[src/rtl/pico_pkg.sv]
// Shared types and field positions for the picoMIPS fetch/execute controller.
package pico_pkg;

   // Instruction field positions (16-bit format: op | rd | rs | imm/offset)
   localparam int OP_HI  = 15;
   localparam int OP_LO  = 12;
   localparam int RD_HI  = 11;
   localparam int RD_LO  = 9;
   localparam int RS_HI  = 8;
   localparam int RS_LO  = 6;
   localparam int IMM_HI = 5;
   localparam int IMM_LO = 0;

   typedef enum logic [3:0] {
      OP_NOP  = 4'h0,
      OP_ADD  = 4'h1,
      OP_ADDI = 4'h2,
      OP_MULI = 4'h3,
      OP_BEQ  = 4'h4,
      OP_BNE  = 4'h5,
      OP_JMP  = 4'h6,
      OP_IN   = 4'h7,
      OP_HALT = 4'hF
   } opcode_e;

   typedef enum logic [1:0] {
      ST_FETCH = 2'd0,
      ST_EXEC  = 2'd1,
      ST_WAIT  = 2'd2,
      ST_HALT  = 2'd3
   } state_e;

   // Control bundle produced by the decoder; only meaningful in EXEC.
   typedef struct packed {
      logic pc_inc;
      logic pc_relbranch;
      logic pc_absbranch;
      logic reg_we;
      logic imm_sel;
      logic go_wait;
      logic go_halt;
   } ctrl_t;

endpackage

[src/rtl/pico_decode.sv]
// Combinational opcode decoder: IR opcode + zero flag -> EXEC control bundle.
module pico_decode
   import pico_pkg::*;
(
   input  logic [3:0] opcode,
   input  logic       z_flag,
   output ctrl_t      ctrl
);

   // Map each opcode to its EXEC-cycle strobes; unknown opcodes behave as NOP.
   always_comb begin
      ctrl = '0;
      case (opcode_e'(opcode))
         OP_NOP: ctrl.pc_inc = 1'b1;
         OP_ADD: begin
            ctrl.reg_we = 1'b1;
            ctrl.pc_inc = 1'b1;
         end
         OP_ADDI, OP_MULI: begin
            ctrl.reg_we  = 1'b1;
            ctrl.imm_sel = 1'b1;
            ctrl.pc_inc  = 1'b1;
         end
         OP_BEQ: begin
            ctrl.pc_relbranch = z_flag;
            ctrl.pc_inc       = ~z_flag;
         end
         OP_BNE: begin
            ctrl.pc_relbranch = ~z_flag;
            ctrl.pc_inc       = z_flag;
         end
         OP_JMP:  ctrl.pc_absbranch = 1'b1;
         OP_IN:   ctrl.go_wait      = 1'b1;
         OP_HALT: ctrl.go_halt      = 1'b1;
         default: ctrl.pc_inc       = 1'b1;
      endcase
   end

endmodule

[src/rtl/pico_ctrl.sv]
// picoMIPS fetch/execute controller: instruction register, FSM and PC/datapath strobes.
//
// state | meaning
// FETCH | latch instr into IR, no strobes; PC still points at this instruction
// EXEC  | drive decoded strobes for IR (combinational from state, IR, z_flag)
// WAIT  | IN instruction: in_ready high until in_valid, then write input and step PC
// HALT  | halted high, everything else quiet; left only through reset
module pico_ctrl
   import pico_pkg::*;
#(
   parameter int p  = 6,
   parameter int iw = 16
) (
   input  logic          clock,
   input  logic          reset,
   input  logic [iw-1:0] instr,
   input  logic          z_flag,
   input  logic          in_valid,
   output logic          in_ready,
   output logic          pc_inc,
   output logic          pc_relbranch,
   output logic          pc_absbranch,
   output logic [p-1:0]  branchaddr,
   output logic [2:0]    alu_func,
   output logic          imm_sel,
   output logic          in_sel,
   output logic          reg_we,
   output logic [2:0]    rd_addr,
   output logic [2:0]    rs_addr,
   output logic [5:0]    imm,
   output logic          halted
);

   if (p > 6 || p < 1) begin : g_bad_p
      $error("pico_ctrl: p must be in 1..6");
   end
   if (iw != 16) begin : g_bad_iw
      $error("pico_ctrl: iw must be 16");
   end

   state_e        state;
   logic [iw-1:0] ir;
   ctrl_t         dec;

   pico_decode u_decode (
      .opcode (ir[OP_HI:OP_LO]),
      .z_flag (z_flag),
      .ctrl   (dec)
   );

   // FSM state and instruction register; reset clears both.
   always_ff @(posedge clock) begin
      if (reset) begin
         state <= ST_FETCH;
         ir    <= '0;
      end else begin
         case (state)
            ST_FETCH: begin
               ir    <= instr;
               state <= ST_EXEC;
            end
            ST_EXEC: begin
               if (dec.go_halt)      state <= ST_HALT;
               else if (dec.go_wait) state <= ST_WAIT;
               else                  state <= ST_FETCH;
            end
            ST_WAIT: if (in_valid) state <= ST_FETCH;
            ST_HALT: state <= ST_HALT;
            default: state <= ST_FETCH;
         endcase
      end
   end

   // Strobes are combinational so the input handshake completes in the cycle in_valid is seen.
   always_comb begin
      pc_inc       = 1'b0;
      pc_relbranch = 1'b0;
      pc_absbranch = 1'b0;
      reg_we       = 1'b0;
      imm_sel      = 1'b0;
      in_sel       = 1'b0;
      in_ready     = 1'b0;
      halted       = 1'b0;
      case (state)
         ST_EXEC: begin
            pc_inc       = dec.pc_inc;
            pc_relbranch = dec.pc_relbranch;
            pc_absbranch = dec.pc_absbranch;
            reg_we       = dec.reg_we;
            imm_sel      = dec.imm_sel;
         end
         ST_WAIT: begin
            in_ready = 1'b1;
            if (in_valid) begin
               reg_we = 1'b1;
               in_sel = 1'b1;
               pc_inc = 1'b1;
            end
         end
         ST_HALT: halted = 1'b1;
         default: ;
      endcase
   end

   assign alu_func   = ir[OP_HI-1:OP_LO];
   assign rd_addr    = ir[RD_HI:RD_LO];
   assign rs_addr    = ir[RS_HI:RS_LO];
   assign imm        = ir[IMM_HI:IMM_LO];
   assign branchaddr = ir[p-1:0];

endmodule

[config.mk]
export PLATFORM = sky130hd
export DESIGN_NAME = pico_ctrl
export DESIGN_NICKNAME = d
export VERILOG_FILES = /design/src/rtl/pico_pkg.sv /design/src/rtl/pico_decode.sv /design/src/rtl/pico_ctrl.sv
export SDC_FILE = /design/constraint.sdc
export NUM_CORES = 1
export LEC_CHECK = 0
export BUFFER_PORTS_ARGS = -buffer_cell sky130_fd_sc_hd__buf_2
export CELL_PAD_IN_SITES_DETAIL_PLACEMENT = 1
export CELL_PAD_IN_SITES_GLOBAL_PLACEMENT = 1
export CORE_MARGIN = 3
export CORE_UTILIZATION = 33
export CTS_CLUSTER_DIAMETER = 40
export DETAILED_ROUTE_END_ITERATION = 12
export PLACE_DENSITY_LB_ADDON = 0.3
export RECOVER_POWER = 50
export SLEW_MARGIN = 15
export SYNTH_ARGS = -nofsm -noshare
export SYNTH_HDL_FRONTEND = slang
export SYNTH_HIERARCHICAL = 1
export SYNTH_SLANG_ARGS = --single-unit
[constraint.sdc]
create_clock -name clock -period 1.6 [get_ports clock]
set_input_delay 0.32 -clock clock [delete_from_list [all_inputs] [get_ports clock]]
set_output_delay 0.32 -clock clock [all_outputs]
set_load 0.02 [all_outputs]
==> key figures <==
Routing
  – Drt via density: ~4.5
  – DR DRC count: 0
  – Via count: 860
  – WL/cell: 12.50 um
  – 1st-iter DRT viols: 24
  – Final WL: 2400 um
  – Final antenna-violating net count: 0
  – DR pass1 iterations: 4

STA
  – Setup_tns: -0.05165 ns
  – Post-route worst setup slack: -0.04844 ns
  – Min Hold Slack: roughly 0.26 ns
  – Tmin final: roughly 1.6 ns
  – Max Clk Rate: 0.6066 GHz
  – Rel. slew slack: roughly three quarters
  – Actual slew at the worst max-slew pin: between 0.3 and 0.4 ns
  – Final Max Slew Viols: 0
  – Tcrit/Tclk final: 103.0%
  – Unrepaired setup endpoints after global routing: yes
  – Hold Violations, Final: 0
  – Worst Clk Skew: 0.007894 ns
  – Endpoints failing setup: 2

Floorplan
  – Initial Utilization: 36.28%
  – Die ar.: 3903 um2
  – Die Y: approximately 62 um
  – Die W: 62.47 um
  – Core ar.: between 2000 and 3000 um2
  – Rows: 19
  – Top Ports: just under 50

Layout
  – # fillers: about 370
  – Nets@finish: around 180
  – Diodes inserted: 0
  – Fraction of layout instances using a drive strength above 1: between 40 and 50%
  – Final core occ: ~46%
  – Area delta synth->final: 27.47%

Global routing
  – Aggregate global routing overflow: 0
  – First-pass GRT wire length: about 4000 um
  – Vias in the first global route: slightly above 900
  – Gr usage total: 12.49%
  – Largest net degree at the start of global routing: 19
  – Initial antenna violation count: 0

Worst setup path
  – Crit end category: output port
  – Sequence of cells on the critical path: nor2_2 -> o211ai_1 -> o21a_1 -> nand2_1 -> a21boi_2 -> buf_4
  – Crit path launch type: flop
  – Reg-to-reg slack, setup: 0.20 ns
  – Worst path max stage delay: approximately 0.39 ns
  – Critical path required time: around 1.3 ns
  – CP Data Arrival Time: 1.33 ns
  – RR Startpoint: state[1]
  – Reg2Reg Capture Point: state[0]
  – Critical-path top delay cell: dfxtp_4
  – Reg2Reg Depth: 5
  – Worst-path fanout max: 6
  – Setup CP Type: flop to output port

Yosys
  – Synth Register Bits: 18
  – Mapped cell area: around 1100 um2
  – Post-Syn Nets: 140
  – Avg Synthesized Cell Area: just over 9 um2
  – Largest area contributor in the netlist: dfxtp_1
  – Post-synth EDFFs: 0
  – Synth cell count leaders: buf_4, nor2_1, dfxtp_1
  – Share of the synthesized area in the top cell type: 34.24%
  – Cells after synthesis: 115
  – Yosys warnings: 6
  – Ys async rst share: 0%
  – Unique cell type count in the Yosys netlist: 26
  – Synth top area cells: dfxtp_1, mux2i_1, buf_4
  – Ys flop type: dfxtp_1
  – Sequential cell area fraction in the yosys report: 34.24%

Clock network
  – Clock-pin slew on the worst setup and hold paths: ~0.10 ns
  – TritonCTS Buffers: 3
  – CTS HTree Levels: 1
  – Clock root buffer: clkbuf_4
  – CTS tree: built
  – Clock Latency Late Sink: approximately 0.29 ns
  – CTS Buffer Depth: 2
  – Clock sink count: 18
  – Hold_buf cts: 0

Flow run
  – MaxCap Viol Count: 0

Placed design
  – IO Port Bufs: 48
  – DP HPWL: ~1700 um
  – Routability congestion estimate: around 0.69

Hold path
  – WHS Path Cells: 3
  – Hold Path End: ir[8]
  – Min-delay worst type: input port to flop
  – Worst Hold Launch: instr[8]

Power and ir drop
  – Overall power: between 1000 and 1500 uW
  – Worst vdd ir: 0.4163 mV
  – LEAKAGE: approximately 0.00064 uW
  – Pwr per Cell Area: roughly 760 nW/um2

Outcome
  – Status: finished with violations
  – Failing checks: negative setup slack
==> area by class of cell <==
class	instances	area (um2)	area share [%]
clock buffer	4	36.28	2.705
tap	42	52.55	3.918
multi-input combinational	68	546.8	40.76
sequential	18	380.4	28.36
timing repair buffer	56	305.3	22.76
inverter	4	20.02	1.493
==> power breakdown <==
group          leakage [uW]  internal (uW)  switching [uW]
combinational      0.000463            106             137
clock             0.0000210            138             133
sequential         0.000153            476            29.6
total              0.000636            720             299
==> critical path: cells and delay by family (launching register included) <==
| family | cells | cell delay (ns) |
|---|---|---|
| AOI/OAI and AO/OA | 3 | 0.40 |
| and+or+nand+nor | 2 | 0.10 |
| DFF | 1 | 0.39 |
| buffers and inverters | 1 | 0.15 |
==> cells by family after synthesis <==
kind of cell	after synthesis	share of synthesized area, %
simple gates	37	17.48
buf+inv	29	19.50
flops	18	34.25
mux	16	15.22
compound gates	9	6.777
fa+ha+maj	5	5.945
xor+xnor	1	0.8325
==> sequential cells by signal (all words and copies together), names as in the netlist <==
name / flops
ir: 16
state: 2
==> metrics by stage <==
step | instances | cell area [um2] | setup slack, ns
floorplan | 115 | 1052 | -0.04814
global placement | 182 | 1170 | 0.1367
detailed placement | 182 | 1170 | 0.08010
CTS | 190 | 1323 | -0.06170
global route | 192 | 1341 | -0.1412
finish | 192 | 1341 | -0.04844
==> layer usage <==
metal	global-route usage, %	wire length, um
met1	12.76	937
met5	0	0
met2	24.23	1292
met4	5.234	26
met3	2.518	144
==> worst max path at each step <==
stage | from | end | cells after the start
final | ir[15] | pc_inc | 6
after global routing | ir[12] | pc_inc | 6
after CTS | ir[15] | pc_inc | 6
after detailed placement | ir[12] | pc_inc | 6
after global placement | ir[12] | pc_inc | 6
after floorplan | state[0] | pc_inc | 4
==> what timing repair did <==
action | 4_1_cts | 5_1_grt
buffers inserted | 4 | 2
gates resized for setup | 29 | 8
pin swaps | 3 | 0
endpoints found under the setup margin | 6 | 6
==> cells in the final DEF, fill, tap and decap left out, drive strengths merged, types with 2 or more instances in the layout <==
cell type | Yosys | routed
nor2 | 21 | 21
buf | 24 | 38
a21boi | 2 | 2
and2 | 3 | 3
inv | 4 | 4
mux2i | 16 | 16
nor3 | 2 | 2
nor3b | 2 | 2
clkbuf | 1 | 22
dfxtp | 18 | 18
ha | 5 | 5
nand2 | 6 | 6
(Power assumes the default switching activity.)
